### config.mk
export PLATFORM = sky130hd
export DESIGN_NAME = tail_light_sequencer
export DESIGN_NICKNAME = d
export VERILOG_FILES = /design/src/rtl/tail_light_sequencer_pkg.sv /design/src/rtl/tail_light_sequencer_lamp_decode.sv /design/src/rtl/tail_light_sequencer.sv
export SDC_FILE = /design/constraint.sdc
export NUM_CORES = 1
export LEC_CHECK = 0
export ABC_AREA = 1
export CAP_MARGIN = 20
export CORE_MARGIN = 10
export CORE_UTILIZATION = 40
export CTS_BUF_LIST = sky130_fd_sc_hd__clkbuf_8 sky130_fd_sc_hd__clkbuf_16
export DETAILED_ROUTE_END_ITERATION = 16
export GPL_ROUTABILITY_DRIVEN = 0
export PLACE_DENSITY_LB_ADDON = 0.3
export SLEW_MARGIN = 20
export SYNTH_ARGS = -nofsm -noshare
export SYNTH_HDL_FRONTEND = slang
export SYNTH_SLANG_ARGS = --single-unit
### constraint.sdc
create_clock -name clk -period 2.1 [get_ports clk]
set_input_delay 0.42 -clock clk [delete_from_list [all_inputs] [get_ports clk]]
set_output_delay 0.42 -clock clk [all_outputs]
set_load 0.01 [all_outputs]
### src/rtl/tail_light_sequencer_pkg.sv
// Shared constants for the tail-light path: request codes from the state
// decider, sequencer mode encodings, lamp index ranges and small helpers.
package tail_light_sequencer_pkg;

  // Lighting request codes (bit 2 = brake, bit 3 = hazard)
  localparam logic [3:0] ST_IDLE       = 4'b0000;
  localparam logic [3:0] ST_IDLE_ALT   = 4'b0010;
  localparam logic [3:0] ST_RIGHT      = 4'b0001;
  localparam logic [3:0] ST_LEFT       = 4'b0011;
  localparam logic [3:0] ST_BRAKE      = 4'b0100;
  localparam logic [3:0] ST_BRAKE_ALT  = 4'b0110;
  localparam logic [3:0] ST_BRAKE_R    = 4'b0101;
  localparam logic [3:0] ST_BRAKE_L    = 4'b0111;
  localparam logic [3:0] ST_HAZARD     = 4'b1000;

  // Sequencer mode encodings
  localparam logic [1:0] MODE_IDLE   = 2'd0;
  localparam logic [1:0] MODE_TURN_L = 2'd1;
  localparam logic [1:0] MODE_TURN_R = 2'd2;
  localparam logic [1:0] MODE_HAZARD = 2'd3;

  // Lamp index ranges on the 10-bit LEDR bus
  localparam int LEFT_HI  = 9;
  localparam int LEFT_LO  = 7;
  localparam int CTR_HI   = 6;
  localparam int CTR_LO   = 3;
  localparam int RIGHT_HI = 2;
  localparam int RIGHT_LO = 0;

  // Map a request code to a sequencer mode; brake is carried separately.
  function automatic logic [1:0] decode_mode(input logic [3:0] code);
    if (code[3])
      return MODE_HAZARD;
    else if (!code[0])
      return MODE_IDLE;
    else if (code[1])
      return MODE_TURN_L;
    else
      return MODE_TURN_R;
  endfunction

  // Left group grows outward from led[7] toward led[9].
  function automatic logic [2:0] seq_left(input logic [1:0] ph);
    case (ph)
      2'd1:    return 3'b001;
      2'd2:    return 3'b011;
      2'd3:    return 3'b111;
      default: return 3'b000;
    endcase
  endfunction

  // Right group grows outward from led[2] toward led[0].
  function automatic logic [2:0] seq_right(input logic [1:0] ph);
    case (ph)
      2'd1:    return 3'b100;
      2'd2:    return 3'b110;
      2'd3:    return 3'b111;
      default: return 3'b000;
    endcase
  endfunction

endpackage

### src/rtl/tail_light_sequencer_lamp_decode.sv
// Combinational lamp pattern generator: mode, phase and brake flag in,
// 10-bit lamp drive out.
module lamp_decode
  import tail_light_sequencer_pkg::*;
#(
  parameter bit HAZ_CENTER = 1'b0
) (
  input  logic [1:0] mode,
  input  logic [1:0] phase,
  input  logic       brake,
  output logic [9:0] led
);

  logic [2:0] left_grp;
  logic [2:0] right_grp;
  logic [3:0] centre_grp;
  logic       flash;

  assign flash = (phase == 2'd1);

  // Select each lamp group from the current mode, phase and brake flag.
  always_comb begin
    left_grp   = {3{brake}};
    right_grp  = {3{brake}};
    centre_grp = {4{brake}};
    case (mode)
      MODE_TURN_L: left_grp  = seq_left(phase);
      MODE_TURN_R: right_grp = seq_right(phase);
      MODE_HAZARD: begin
        left_grp  = {3{flash}};
        right_grp = {3{flash}};
        if (HAZ_CENTER)
          centre_grp = {4{flash}};
      end
      default: ;
    endcase
    led                    = '0;
    led[LEFT_HI:LEFT_LO]   = left_grp;
    led[CTR_HI:CTR_LO]     = centre_grp;
    led[RIGHT_HI:RIGHT_LO] = right_grp;
  end

endmodule

### src/rtl/tail_light_sequencer.sv
// Tail-light sequencer: decodes the lighting request, keeps the mode, brake
// flag and phase counter, and registers the lamp drive from lamp_decode.
module tail_light_sequencer
  import tail_light_sequencer_pkg::*;
#(
  parameter bit HAZ_CENTER = 1'b0
) (
  input  logic       clk,
  input  logic       rst,
  input  logic       tick,
  input  logic [3:0] state,
  output logic [9:0] led,
  output logic [1:0] phase,
  output logic       seq_done
);

  logic [1:0] mode_p0;
  logic       brake_p0;
  logic [1:0] phase_p0;
  logic       done_p0;
  logic [9:0] led_p0;
  logic       mode_chg;

  logic [1:0] mode_p1;
  logic       brake_p1;
  logic [1:0] phase_p1;
  logic       done_p1;
  logic [9:0] led_p1;

  assign mode_p0  = decode_mode(state);
  assign brake_p0 = state[2];
  assign mode_chg = (mode_p0 != mode_p1);

  // Next phase and wrap pulse; a mode change restarts at phase 0 and eats any coincident tick.
  always_comb begin
    phase_p0 = phase_p1;
    done_p0  = 1'b0;
    if (mode_chg) begin
      phase_p0 = 2'd0;
    end else begin
      case (mode_p1)
        MODE_TURN_L, MODE_TURN_R: begin
          if (tick) begin
            phase_p0 = phase_p1 + 2'd1;
            done_p0  = (phase_p1 == 2'd3);
          end
        end
        MODE_HAZARD: begin
          if (tick)
            phase_p0 = (phase_p1 == 2'd0) ? 2'd1 : 2'd0;
        end
        default: phase_p0 = 2'd0;
      endcase
    end
  end

  // Lamp pattern is decoded from next-state values so led lands one clock after the input.
  lamp_decode #(
    .HAZ_CENTER(HAZ_CENTER)
  ) u_lamp_decode (
    .mode  (mode_p0),
    .phase (phase_p0),
    .brake (brake_p0),
    .led   (led_p0)
  );

  // Mode, brake, phase and output registers with synchronous reset.
  always_ff @(posedge clk) begin
    if (rst) begin
      mode_p1  <= MODE_IDLE;
      brake_p1 <= 1'b0;
      phase_p1 <= 2'd0;
      done_p1  <= 1'b0;
      led_p1   <= '0;
    end else begin
      mode_p1  <= mode_p0;
      brake_p1 <= brake_p0;
      phase_p1 <= phase_p0;
      done_p1  <= done_p0;
      led_p1   <= led_p0;
    end
  end

  assign led      = led_p1;
  assign phase    = phase_p1;
  assign seq_done = done_p1;

endmodule

## After elaboration in Yosys (flattened, before gate mapping)

Index checks and enable logic that the tools add are counted.

| storage, ports and cells | value |
|---|---|
| bits in registers | 15 |
| bits of input ports | 7 |
| output and inout port bits | 13 |

| operators by class | value |
|---|---|
| add/subtract/negate cells | 1 |
| equality and inequality tests | 11 |
| muxes and demuxes | 12 |
| bitwise logic cells | 2 |
| reduce and logical (&&, ||, !) cells | 3 |

Operator list:

| operator | number |
|---|---|
| $pmux 3 s3 | 2 |
| $eq 2x2->1 const B | 7 |
| $mux 2 | 6 |
| $pmux 3 s2 | 2 |
| $eq 2x1->1 const B | 3 |
| $pmux 2 s2 | 1 |
| $reduce_or 4->1 | 1 |
| $add 2x1->2 const B | 1 |
| $logic_not 2->1 | 1 |
| $ne 2x2->1 | 1 |
| $not 1->1 | 2 |
| $reduce_or 2->1 | 1 |
| $mux 1 | 1 |

## Logic depth before layout (Yosys ltp)

| depth | value |
|---|---|
| depth in word-level cells | 8 |
| mapped depth | 12 |
| depth with buffers taken out | 12 |

## Hierarchy

A second synthesis with hierarchy kept.

| second synthesis, totals | value |
|---|---|
| cell total of the unflattened synthesis | 112 |
| area, all modules | 778.2 µm² |

By module, submodules not included:

| module | times used | cells each | area an instance (µm²) |
|---|---|---|---|
| tail_light_sequencer | 1 | 81 | 634.4 |
| lamp_decode | 1 | 31 | 143.9 |

## Least setup slack after synthesis

OpenSTA, ideal clock, no wires.

| timing | value |
|---|---|
| kind | flip-flop to flip-flop |
| from | register mode_p1[1] |
| to | register led_p1[7], in the netlist led[7] |
| arrival | 1.424 ns |
| required time | 2.040 ns |
| path slack | 0.616 ns |
| cell stages (with the launch flop) | 11 |
| cells stage by stage | dfxtp_1 inv_1 ha_1 nor2_1 o21ai_2 nand2_1 nor2_2 nand2_1 nand2_1 nand2_1 nand2_1 |

| between the ends | value |
|---|---|
| word-level cells in the longest chain between the ends | 7 |
| elaborated cells on any way between the ends | 12 |
| those cells by class | eq/ne (7); mux (4); reduce/logical (1) |

Ends and longest elaborated chain:

| element | RTL line | RTL |
|---|---|---|
| from (decl) | tail_light_sequencer.sv:24 | `logic [1:0] mode_p1;` |
| from (signal assigned) | tail_light_sequencer.sv:76 | `mode_p1 <= mode_p0;` |
| $eq 2x1->1 / $eq 2x2->1 (equally long branches) | tail_light_sequencer.sv:41 | `case (mode_p1)` |
| $reduce_or 2->1 | tail_light_sequencer.sv:41 |  |
| $pmux 2 s2 | tail_light_sequencer.sv:41 |  |
| $mux 2 * | tail_light_sequencer.sv:38 | `if (mode_chg) begin` |
| $eq 2x2->1 / $eq 2x1->1 (equally long branches) | tail_light_sequencer_pkg.sv:44, tail_light_sequencer_lamp_decode.sv:19 |  |
| $pmux 3 s3 | tail_light_sequencer_pkg.sv:44 | `case (ph)` |
| $pmux 3 s2 * | tail_light_sequencer_lamp_decode.sv:26 | `case (mode)` |
| to (signal assigned) | tail_light_sequencer.sv:80 | `led_p1 <= led_p0;` |
| to (decl) | tail_light_sequencer.sv:28 | `logic [9:0] led_p1;` |

Every way passes the cells marked *; elsewhere a longest branch is shown, timed or not.
A chain may end at the register's enable or synchronous reset.

## Final worst setup path

Same ends and word-level chain as after synthesis.

==> out/results.tsv <==
stage	metric	value	unit
status	status	finished clean	
synth	synthXorXnorAreaFrac	0	%
detailed_routing	via_count	669	
synth	synth-compound-area-share	3.97	%
synth	synth_top_area_share	33.2	%
min_path	hold_class	flip-flop to flip-flop	
power_and_ir_drop	p_per_area	615	nW/µm²
cells_and_area	finalNonFillerCells	145	
detailed_routing	wl	1540	µm
synth	synth_top_family_by_area	simple AND/OR/NAND/NOR gates	
detailed_routing	ant_nets	0	
power_and_ir_drop	power	0.595	mW
sta	rsz0062_at_grt	no	
cells_and_area	fillers	176	
place	port-buffer-count	19	
sta	slew_headroom	84.3	%
cells_and_area	area_growth	33.5	%
synth	synth_flop_cell	dfxtp_1	
synth	synth_area_leaders	dfxtp_1, nand2_1, ha_1, nand2_2, inv_1	
cells_and_area	n_antenna_cell	0	
floorplanning	core	1730	µm²
synth	postSynthAreaPerCell	7.17	µm²
setup_path	cp.required	2.28	ns
cts	numCtsBuffers	3	
floorplanning	num_rows	15	
synth	synth_seq_area_share	33.2	%
cts	cts_setup_buffers	0	
floorplanning	dieHeight	62.6	µm
synth	yosys.area_share.adder	6.91	%
synth	synth_common_cells	nand2_1, inv_1, dfxtp_1, nand2_2, nand3_1	
detailed_routing	drt_first_pass_iters	4	
power_and_ir_drop	ir_drop	0.493	mV
cts	clkTransAtPathRegs	0.05	ns
grt	overflow	0	
floorplanning	initial_utilization	42.0	%
detailed_routing	viasPerCell	4.61	
cts	cts_buffer_depth	2	
cts	hold_buffers	0	
synth	synth_simple_gate_area_share	44.0	%
detailed_routing	drcViolationCount	0	
synth	synth_seq_cells	12	
grt	grt_usage	7.67	%
grt	grt_start_max_net_pins	12	
power_and_ir_drop	p_leak	0.494	nW
setup_path	cp-start-kind	flip-flop	
cts	root_buffer	clkbuf_8	
detailed_routing	post_drt_wl_per_cell	10.6	µm
detailed_routing	drt_iter0_drc	29	
synth	yosysWarnings	0	
sta	fin_ws	0.369	ns
synth	syn_inst	101	
sta	finalSetupViolCount	0	
grt	grt_pass1_vias	628	
cts	clkLatencyLatePin	0.24	ns
cells_and_area	drive_gt1_share	19.2	%
synth	synth_area	724	µm²
cts	clkSinkCount	12	
sta	hold_viol	0	
synth	syn_nets	112	
grt	grt_pass1_wl	2570	µm
sta	tns	0	ns
place	dp_slack	0.292	ns
cts	post_cts_resized	0	
place	dp_hpwl	1260	µm
cells_and_area	fin_util	56.0	%
synth	post-synth-top-count-cell	nand2_1	
setup_path	arrival	1.92	ns
sta	fin_crit	1.73	ns
sta	fin_skew	0.00156	ns
cts	htree_levels	1	
sta	clock.fmax	578	MHz
sta	finalMaxSlewViolations	0	
floorplanning	dieArea	3910	µm²
place	place_inst	141	
sta	worstMarginPinSlew	0.236	ns
floorplanning	io_pins	20	
synth	synth.mux.area_fraction	0	%
synth	synth_edf_count	0	
synth	synth-async-reset-ratio	0	%
run	drv_cap	0	
cts	cts_tree	yes	
grt	grt_antenna_before_repair	0	
sta	fin_crit_sh	82.4	%
floorplanning	die_w	62.6	µm
setup_path	end_kind	flip-flop	
synth	synth_top_area_cell	dfxtp_1	
synth	synth_cell_types	17	
setup_path	criticalPathCategory	flip-flop to flip-flop	
setup_path	crit_path_max_fanout	4	
cells_and_area	layout.nets	132	
==> cell type report <==
class	count	area, µm²	area share, %
Multi-Input combinational cell	71	398	41.1
Timing Repair Buffer	19	190	19.7
Sequential cell	12	240	24.8
Tap cell	25	31.3	3.23
Clock buffer	4	55.1	5.69
Inverter	14	52.6	5.43
==> metrics by stage <==
step / instance area, µm² / hold WS (ns)
after CTS: 967 / 0.637
after global placement: 912 / 0.634
after global routing: 967 / 0.658
after floorplan: 724 / 0.501
final: 967 / 0.631
after detailed placement: 912 / 0.630
==> per-layer routing <==
metal / routed length (µm) / GRT usage (%) / part of all wire, % / vias to the layer above
met5: 0 / 0 / 0 / -
met1: 649 / 7.74 / 42 / 306
met3: 108 / 4.48 / 7.0 / 2
met4: 8 / 1.68 / 0.52 / 0
li1: - / - / - / 342
met2: 771 / 13.3 / 50 / 19
==> worst max-delay path: stages, from the launching register on <==
cell and delay, ns:
dfxtp_1 0.42, inv_1 0.11, ha_1 0.36, nor2_1 0.07, o21ai_2 0.19, nand2_1 0.09
nor2_2 0.13, nand2_1 0.08, nand2_1 0.10, nand2_1 0.07, nand2_1 0.05
==> kinds of logic after synthesis <==
group | after synthesis
AND/OR/NAND/NOR | 62
adder cells (fa/ha/maj) | 4
AO/OA/AOI/OAI | 5
flip-flops | 12
buffers and inverters | 18
==> sequential cells by signal (all words and copies together), names as in the netlist <==
name	flops
phase	2
seq_done	1
mode_p1	2
led	7
==> worst paths after layout <==
check                                            from                   to  slack [ns]  depth (start not counted)
worst max-delay path            mode_p1[1]$_SDFF_PP0_    led[7]$_SDFF_PP0_        0.37                         10
worst min register to register  mode_p1[0]$_SDFF_PP0_  seq_done$_SDFF_PP0_        0.63                          4
worst min-delay path            mode_p1[0]$_SDFF_PP0_  seq_done$_SDFF_PP0_        0.63                          4
worst max register to register  mode_p1[1]$_SDFF_PP0_    led[7]$_SDFF_PP0_        0.37                         10
==> power breakdown <==
group	leakage (nW)	internal (mW)	switching (mW)	total, mW
clock network	0.0288	0.165	0.0810	0.246
logic	0.367	0.0471	0.0588	0.106
registers	0.0984	0.237	0.00570	0.242
==> placed cells by master (no fill, tap or decap), types with 2 or more instances in the layout <==
cell and instances:
a21oi_1 4, clkbuf_8 4, clkdlybuf4s50_1 19, dfxtp_1 12, ha_1 4, inv_1 13, nand2_1 32, nand2_2 8
nand2_4 4, nand3_1 7, nand3_2 2, nor2_1 5, nor2_2 2
Note: power is estimated with default switching activity, not from simulation.
